## src/rtl/program_loader_pkg.sv

```systemverilog
// Shared constants for the boot-time program loader.
// Holds FSM state encodings, UART constants and ROM sizing helpers.
package program_loader_pkg;

  localparam logic [2:0] LOADER_STATE_WAIT_LEN = 3'd0;
  localparam logic [2:0] LOADER_STATE_LOAD     = 3'd1;
  localparam logic [2:0] LOADER_STATE_CHECK    = 3'd2;
  localparam logic [2:0] LOADER_STATE_DONE     = 3'd3;
  localparam logic [2:0] LOADER_STATE_ERROR    = 3'd4;

  localparam int UART_DATA_BITS = 8;

  localparam logic [1:0] UART_STATE_IDLE  = 2'd0;
  localparam logic [1:0] UART_STATE_START = 2'd1;
  localparam logic [1:0] UART_STATE_DATA  = 2'd2;
  localparam logic [1:0] UART_STATE_STOP  = 2'd3;

  function automatic logic [31:0] rom_capacity(input int addr_bits);
    return 32'd1 << (addr_bits - 2);
  endfunction

endpackage

```

## src/rtl/program_loader_uart_rx.sv

```systemverilog
// 8N1 UART receiver: 2-flop synchroniser, mid-bit sampling,
// start-glitch rejection, one-cycle rx_valid / rx_ferr pulses.
module uart_rx
  import program_loader_pkg::*;
#(
  parameter int CLKS_PER_BIT = 868
) (
  input  logic       clk,
  input  logic       reset,
  input  logic       rx,
  output logic       rx_valid,
  output logic [7:0] rx_byte,
  output logic       rx_ferr
);

  localparam int CW = $clog2(CLKS_PER_BIT) + 1;
  localparam logic [CW-1:0] FULL = CW'(CLKS_PER_BIT - 1);
  localparam logic [CW-1:0] HALF = CW'(CLKS_PER_BIT / 2 - 1);
  localparam logic [2:0] LAST_BIT = 3'(UART_DATA_BITS - 1);

  logic [1:0]    sync;
  logic          rx_d;
  logic          rx_s;
  logic [1:0]    st;
  logic [CW-1:0] cnt;
  logic [2:0]    bit_idx;
  logic [7:0]    shift;

  assign rx_s = sync[1];

  always_ff @(posedge clk) begin
    if (reset) begin
      sync     <= 2'b11;
      rx_d     <= 1'b1;
      st       <= UART_STATE_IDLE;
      cnt      <= '0;
      bit_idx  <= '0;
      shift    <= '0;
      rx_valid <= 1'b0;
      rx_ferr  <= 1'b0;
      rx_byte  <= '0;
    end else begin
      sync     <= {sync[0], rx};
      rx_d     <= rx_s;
      rx_valid <= 1'b0;
      rx_ferr  <= 1'b0;
      unique case (st)
        UART_STATE_IDLE: begin
          if (rx_d && !rx_s) begin
            st  <= UART_STATE_START;
            cnt <= '0;
          end
        end
        UART_STATE_START: begin
          if (cnt == HALF) begin
            cnt     <= '0;
            bit_idx <= '0;
            // a line already high again mid start bit was a glitch
            st      <= rx_s ? UART_STATE_IDLE : UART_STATE_DATA;
          end else begin
            cnt <= cnt + 1'b1;
          end
        end
        UART_STATE_DATA: begin
          if (cnt == FULL) begin
            cnt   <= '0;
            shift <= {rx_s, shift[7:1]};
            if (bit_idx == LAST_BIT) begin
              st <= UART_STATE_STOP;
            end else begin
              bit_idx <= bit_idx + 1'b1;
            end
          end else begin
            cnt <= cnt + 1'b1;
          end
        end
        UART_STATE_STOP: begin
          if (cnt == FULL) begin
            cnt <= '0;
            st  <= UART_STATE_IDLE;
            if (rx_s) begin
              rx_valid <= 1'b1;
              rx_byte  <= shift;
            end else begin
              rx_ferr <= 1'b1;
            end
          end else begin
            cnt <= cnt + 1'b1;
          end
        end
        default: st <= UART_STATE_IDLE;
      endcase
    end
  end

endmodule

```

## src/rtl/program_loader.sv

```systemverilog
// Boot loader: receives a length-prefixed image over UART into the ROM.
// Define PROGRAM_LOADER_CHECKSUM_EN to require a trailing XOR checksum byte.
module program_loader
  import program_loader_pkg::*;
#(
  parameter int CLK_FREQ_HZ          = 100000000,
  parameter int BAUD_RATE            = 115200,
  parameter int ROM_ADDRESS_BITWIDTH = 12
) (
  input  logic                            clk,
  input  logic                            reset,
  input  logic                            uart_rx,
  output logic                            rom_wren,
  output logic [ROM_ADDRESS_BITWIDTH-1:0] rom_address,
  output logic [31:0]                     rom_write_data,
  output logic                            cpu_reset_n,
  output logic                            load_done,
  output logic                            load_error,
  output logic [ROM_ADDRESS_BITWIDTH-2:0] loaded_words
);

  localparam int AW = ROM_ADDRESS_BITWIDTH;
  localparam int CLKS_PER_BIT = CLK_FREQ_HZ / BAUD_RATE;
  localparam logic [31:0] CAPACITY = rom_capacity(AW);

`ifdef PROGRAM_LOADER_CHECKSUM_EN
  localparam logic [2:0] LOADER_STATE_END = LOADER_STATE_CHECK;
`else
  localparam logic [2:0] LOADER_STATE_END = LOADER_STATE_DONE;
`endif

  logic        rx_valid;
  logic        rx_ferr;
  logic [7:0]  rx_byte;
  logic [2:0]  state;
  logic [1:0]  byte_cnt;
  logic [31:0] shift;
  logic [31:0] word_count;
  logic [31:0] asm_word;
  logic [31:0] next_count;
`ifdef PROGRAM_LOADER_CHECKSUM_EN
  logic [7:0]  csum;
`endif

  uart_rx #(
    .CLKS_PER_BIT(CLKS_PER_BIT)
  ) u_uart_rx (
    .clk     (clk),
    .reset   (reset),
    .rx      (uart_rx),
    .rx_valid(rx_valid),
    .rx_byte (rx_byte),
    .rx_ferr (rx_ferr)
  );

  // bytes arrive LSB first, so each one shifts in from the top
  assign asm_word   = {rx_byte, shift[31:8]};
  assign next_count = 32'(loaded_words) + 32'd1;

  assign load_done   = (state == LOADER_STATE_DONE);
  assign cpu_reset_n = (state == LOADER_STATE_DONE);
  assign load_error  = (state == LOADER_STATE_ERROR);

  always_ff @(posedge clk) begin
    if (reset) begin
      state          <= LOADER_STATE_WAIT_LEN;
      byte_cnt       <= '0;
      shift          <= '0;
      word_count     <= '0;
      rom_wren       <= 1'b0;
      rom_address    <= '0;
      rom_write_data <= '0;
      loaded_words   <= '0;
`ifdef PROGRAM_LOADER_CHECKSUM_EN
      csum           <= '0;
`endif
    end else begin
      rom_wren <= 1'b0;
      unique case (state)
        LOADER_STATE_WAIT_LEN: begin
          if (rx_ferr) begin
            state <= LOADER_STATE_ERROR;
          end else if (rx_valid) begin
            shift    <= asm_word;
            byte_cnt <= byte_cnt + 2'd1;
            if (byte_cnt == 2'd3) begin
              word_count <= asm_word;
              if (asm_word > CAPACITY)
                state <= LOADER_STATE_ERROR;
              else if (asm_word == 32'd0)
                state <= LOADER_STATE_END;
              else
                state <= LOADER_STATE_LOAD;
            end
          end
        end
        LOADER_STATE_LOAD: begin
          if (rx_ferr) begin
            state <= LOADER_STATE_ERROR;
          end else if (rx_valid) begin
            shift    <= asm_word;
            byte_cnt <= byte_cnt + 2'd1;
`ifdef PROGRAM_LOADER_CHECKSUM_EN
            csum     <= csum ^ rx_byte;
`endif
            if (byte_cnt == 2'd3) begin
              rom_wren       <= 1'b1;
              rom_address    <= {loaded_words[AW-3:0], 2'b00};
              rom_write_data <= asm_word;
              loaded_words   <= loaded_words + 1'b1;
              if (next_count == word_count)
                state <= LOADER_STATE_END;
            end
          end
        end
`ifdef PROGRAM_LOADER_CHECKSUM_EN
        LOADER_STATE_CHECK: begin
          if (rx_ferr)
            state <= LOADER_STATE_ERROR;
          else if (rx_valid)
            state <= (rx_byte == csum) ? LOADER_STATE_DONE
                                       : LOADER_STATE_ERROR;
        end
`endif
        LOADER_STATE_DONE:  state <= LOADER_STATE_DONE;
        LOADER_STATE_ERROR: state <= LOADER_STATE_ERROR;
        default:            state <= LOADER_STATE_ERROR;
      endcase
    end
  end

endmodule

```

## config.mk

```make
export PLATFORM = sky130hd
export DESIGN_NAME = program_loader
export DESIGN_NICKNAME = d
export VERILOG_FILES = /design/src/rtl/program_loader_pkg.sv /design/src/rtl/program_loader_uart_rx.sv /design/src/rtl/program_loader.sv
export SDC_FILE = /design/constraint.sdc
export NUM_CORES = 1
export LEC_CHECK = 0
export ABC_AREA = 1
export BUFFER_PORTS_ARGS = -buffer_cell sky130_fd_sc_hd__buf_4
export CAP_MARGIN = 10
export CORE_AREA = 2 2 129 131
export CTS_CLUSTER_DIAMETER = 40
export DETAILED_ROUTE_END_ITERATION = 10
export DIE_AREA = 0 0 131 133
export PLACE_DENSITY_LB_ADDON = 0.1
export SETUP_SLACK_MARGIN = 0.15
export SYNTH_ARGS = -nofsm -noshare
export SYNTH_HDL_FRONTEND = slang
export SYNTH_SLANG_ARGS = --single-unit
export TNS_END_PERCENT = 5
```

## constraint.sdc

```tcl
create_clock -name clk -period 1.88 [get_ports clk]
set_clock_uncertainty 0.05 [all_clocks]
set_input_delay 0.188 -clock clk [delete_from_list [all_inputs] [get_ports clk]]
set_output_delay 0.188 -clock clk [all_outputs]
set_load 0.01 [all_outputs]
```

# --- Word level (Yosys, flattened, before mapping) ---
# Index checks and enable logic that the tools add are counted.
# W data, S select, Z words.
word_totals:
  output_inout_bits: 59
  reg_bits: 160
  wordCells: 96
classes:
  order_cmp: 1
  muxes: 28
  reduce_logical: 18
  n_addsub: 5
  eq_ne: 22
  bitwise_logic: 5
ops:
  columns: ["operator", "n"]
  rows:
  - ["$mux W11", 3]
  - ["$mux W3", 11]
  - ["$pmux W11 S3", 1]
  - ["$eq A12 B32 Y1", 1]
  - ["$gt A32 B11 Y1 const B", 1]
  - ["$logic_not A32 Y1", 1]
  - ["$add A11 B1 Y11 const B", 2]
  - ["$mux W2", 7]
  - ["$add A11 B1 Y12 const B", 1]
  - ["$reduce_and A4 Y1", 3]
  - ["$eq A11 B10 Y1 const B", 1]
  - ["$eq A11 B9 Y1 const B", 1]
  - ["$ne A2 B1 Y1 const B", 5]
  - ["$reduce_and A5 Y1", 2]
  - ["$ne A3 B2 Y1 const B", 3]
  - ["$pmux W3 S3", 1]
  - ["$pmux W2 S4", 1]
  - ["$eq A2 B2 Y1 const B", 3]
  - ["$eq A3 B3 Y1 const B", 2]
  - ["$ne A3 B1 Y1 const B", 2]
  - ["$pmux W3 S2", 1]
  - ["$reduce_and A3 Y1", 2]
  - ["$not A1 Y1", 5]
  - ["$reduce_or A2 Y1", 2]
  - ["other kinds (15)", 17]

# --- Depth between registers and ports, before layout ---
logic_depth:
  depth_word: 7
  ltp_mapped: 15
  mapped_depth_nobuf: 15

# --- By module ---
# A second synthesis with hierarchy kept.
hier_totals:
  cells_unflattened: 889
  hier_area_um2: 6423.7
by_module_without_submodules:
  columns: ["mod", "area_each_um2", "cells_per_inst", "instances"]
  rows:
  - ["program_loader", 4683.2, 649, 1]
  - ["uart_rx", 1740.4, 240, 1]

# --- Least setup slack after synthesis ---
# Ideal clock, no wire load.
synth_timing:
  path_kind: "reg-to-reg"
  startpoint: "register loaded_words[1]"
  endpoint: "register state[0]"
  arrival_time_ns: 1.565
  path_slack_ns: 0.157
  n_path_buf: 0
  stages_incl_launch_ff: 15
  cell_sequence: "dfxtp_1 ha_1 nand3_1 nor2_4 nand3b_1 nand2_1 nand2_1 nand2_1 nand2_1 nor2_1 nand2_1 nand2_2 nand3_2 nand2_1 inv_1"
synth_between:
  elab_chain_len: 4
synth_lines:
  columns: ["element", "line", "rtl"]
  rows:
  - ["from (decl)", "program_loader.sv:19", "output logic [ROM_ADDRESS_BITWIDTH-2:0] loaded_words"]
  - ["from (signal assigned)", "program_loader.sv:110", "loaded_words <= loaded_words + 1'b1;"]
  - ["$add A11 B1 Y12", "program_loader.sv:58", "assign next_count = 32'(loaded_words) + 32'd1;"]
  - ["$eq A12 B32 Y1", "program_loader.sv:111", "if (next_count == word_count)"]
  - ["$ne A3 B2 Y1 (no source line)", null, null]
  - ["$reduce_and A5 Y1 (no source line)", null, null]
  - ["to (signal assigned)", "program_loader.sv:66", "state <= LOADER_STATE_WAIT_LEN;"]
  - ["to (signal assigned)", "program_loader.sv:112", "state <= LOADER_STATE_END;"]
  - ["to (signal assigned)", "program_loader.sv:125", "LOADER_STATE_DONE: state <= LOADER_STATE_DONE;"]
  - ["to (decl)", "program_loader.sv:35", "logic [2:0] state;"]
# No other way between the ends.
# A chain may end at the register's enable or synchronous reset.

==> impl_metrics.ini <==
[placed_design]
dp_slack_ns = -0.0229
dp.cells = 1080
dp_hpwl_um = 10700
gp_congestion = 0.809
place_area_sq_um = 7010
io_buffers = 59

[pwr]
p_leak_nw = 3.28
p_comb_frac = 0.042
power.density_nw_per_um2 = 916
p_seq_frac = 0.451
p_switching_w = 0.00163
vdd_drop_max_mv = 0.650
internal-power_w = 0.00558
swShare = 0.226
pwr-share-clk = 0.507
p_total_w = 0.00721

[synthesis]
ys_seq_elements = 152
synth-xor-area-share = 0.00280
synth_area_sq_um = 6260
yosys_warnings = 0
synth_cell_type_count = 43
yosys.area.top_type = dfxtp_1
syn_area_per_cell_sq_um = 7.62
ys_dominant_reg_cell = dfxtp_1
ys_top_cells_by_area = dfxtp_1 49%, o21ai_0 11%, a21oi_1 9.8%
synth_fa_ha_area_frac = 0.0120
synthCells = 822
yosysSeqAreaShare = 0.486
synth_compound_area_frac = 0.233
synth_edf_count = 0
yosys.area.top_type_share = 0.486
synth_mux_area_frac = 0
synthArstFlopShare = 0
synth_top_family_by_area = compound AO/OA/AOI/OAI gates
synth-simple-area-share = 0.172

[clocking]
cts_buffer_depth = 2
clk_latency_ns = 0.43
cts.clk_slew.worst_paths_ns = 0.06
root_buffer = clkbuf_16
htreeDepth = 4
cts.sinks = 152
cts_tree = built
cts-buffers-inserted = 17

[global_route]
grt_overflow = 0
grt_pass1_wl_um = 25900
grt_pass1_vias = 5182
antenna_found_initial = 0
grt_usage = 0.187
grt_max_degree = 76

[cells_and_area]
n_antenna_cell = 0
syn2layout_area_growth_pct = 25.7
register_area_sq_um = 3060
finalNonFillerCells = 1118
multi_input_area_sq_um = 2800
drive_gt1_frac = 0.205
fin_area_sq_um = 7870
num-fill-cells = 1539
final_util = 0.487
nets = 895

[route]
wl_per_cell_um = 14.2
first_pass_iters = 5
drt_iter0_drc = 316
drc = 0
routed_via_density = 4.92
final_antenna_net_count = 0
vias = 5504
drt-total-wl_um = 15900

[timing]
rsz0062_at_grt = true
hold_viol = 0
slew_violations = 0
setup-violations-final = 0
post-route-period-util = 0.943
min_period_ns = 1.77
fin_ws_ns = 0.108
timing.fmax_mhz = 564

[setup_path]
critical_path_class = reg2reg
crit_path_end_kind = flip-flop
startpoint_type = flip-flop
crit_arrival_ns = 2.03
cp.required_ns = 2.14
worstPathMaxFanout = 3

[floorplanning]
fp-row-count = 47
die_w_um = 131
ios = 62
fp.coreArea_sq_um = 16200
start_util = 0.387
die_h_um = 133
dieArea_sq_um = 17400

[outcome]
status = complete, no violations

[flow_run]
cap_viol_max_count = 0

[worst_hold_path]
hp-class = in2reg
[placed cells by master, fill, tap and decap left out, types with 3 or more instances in the layout]
master and count:
o21ai_0 128, nand2_2 7, nor2_2 8, buf_6 6
ha_1 3, dfxtp_1 145, buf_4 79, nor2_1 57
inv_6 4, bufinv_16 4, inv_1 98, nor3_1 4
nand3_1 35, a21oi_2 3, or2_2 6, nand4_1 10
a211oi_1 9, o21ai_1 5, nor2_4 3, inv_2 5
dfxtp_2 5, o21ai_2 4, nand3_2 10, clkbuf_16 17
a21oi_1 121, nand2_1 78, buf_12 3, clkinvlp_4 4
[power by group through the flow]
stage          sequential (W)  clock (W)  combinational [W]
2_1_floorplan         0.00332          0           0.000162
3_3_place_gp          0.00332          0           0.000239
3_5_place_dp          0.00332          0           0.000244
4_1_cts               0.00325    0.00373           0.000248
5_1_grt               0.00325    0.00387           0.000335
6_report              0.00325    0.00366           0.000302
[cell usage after synthesis (all sizes together), types with 2 or more instances]
master	n
nand3b	2
a211oi	9
o21bai	2
o22ai	2
or2	7
o211ai	2
a21oi	124
nand4	10
nor3	7
inv	104
nand3	46
nor4	2
ha	6
clkbuf	30
o21ai	138
nand2	87
dfxtp	152
buf	15
nor2	69
[registers in the layout (all words and copies together), names as in the netlist, named ones only]
| name | cells |
|---|---|
| u_uart_rx.cnt | 11 |
| rom_address | 10 |
| u_uart_rx.sync | 2 |
| rom_wren | 1 |
| loaded_words | 11 |
| state | 3 |
| u_uart_rx.rx_d | 1 |
| u_uart_rx.bit_idx | 3 |
| u_uart_rx.rx_ferr | 1 |
| rom_write_data | 32 |
| byte_cnt | 2 |
| word_count | 32 |
| u_uart_rx.st | 1 |
| u_uart_rx.rx_byte | 8 |
| u_uart_rx.shift | 8 |
| u_uart_rx.rx_valid | 1 |
| shift | 24 |
[path summary, 6_finish.rpt]
path,start,end,slack (ns),cells after the start
setup / recovery,u_uart_rx.cnt[1],flip-flop,0.11,10
hold reg to reg,u_uart_rx.sync[0],u_uart_rx.sync[1],0.37,1
setup reg to reg,u_uart_rx.cnt[1],flip-flop,0.11,10
hold / removal,reset,word_count[31],0.03,4
[cell families (layout without fill, tap and decap cells)]
| family | Yosys count | in the layout |
|---|---|---|
| AOI/OAI and AO/OA | 280 | 280 |
| xor gates and xnor gates | 2 | 2 |
| adders and majority gates | 6 | 6 |
| buffers and inverters | 149 | 224 |
| DFF | 152 | 152 |
| other | 1 | 2 |
| and+or+nand+nor | 232 | 232 |
[what timing repair did]
item | CTS | global route
hold buffers | 1 | 0
setup buffers | 0 | 6
setup endpoints to repair | 20 | 64
hold endpoints to repair | 1 | 0
pin swaps | 5 | 24
resized for setup | 12 | 49
[layer usage]
metal,part of all wire,wire length [um],GRT usage,vias up
met4,0.011,170,0.0603,0
met5,0,0,0,-
met2,0.46,7230,0.280,98
met3,0.034,543,0.0453,12
met1,0.50,7910,0.264,2521
li1,-,-,-,2873
[worst max-delay path, cell delays in order, from the launching register on]
cell     delay (ns)
dfxtp_4        0.36
buf_4          0.15
inv_4          0.06
ha_4           0.11
nand4_1        0.13
o21ai_2        0.25
o21ai_2        0.11
nor2_2         0.18
nand3_1        0.12
nand2_2        0.09
o21ai_1        0.07
[per-stage QoR]
stage	setup TNS (ns)	hold WS, ns
global placement	-0.0159	0.332
detailed placement	-0.0229	0.330
finish	0	0.0347
CTS	0	0.0214
floorplan	0	0.242
global route	-0.0710	0.0630
[cell type report]
cell class	count	area share
flip-flops and latches	152	0.388
multi-input cells	522	0.355
repair buffers	89	0.0928
clock buffers	18	0.0545
inverters	104	0.0499
well taps	220	0.0350
clock inverters	13	0.0246
Power figures use the tool's default switching activity.
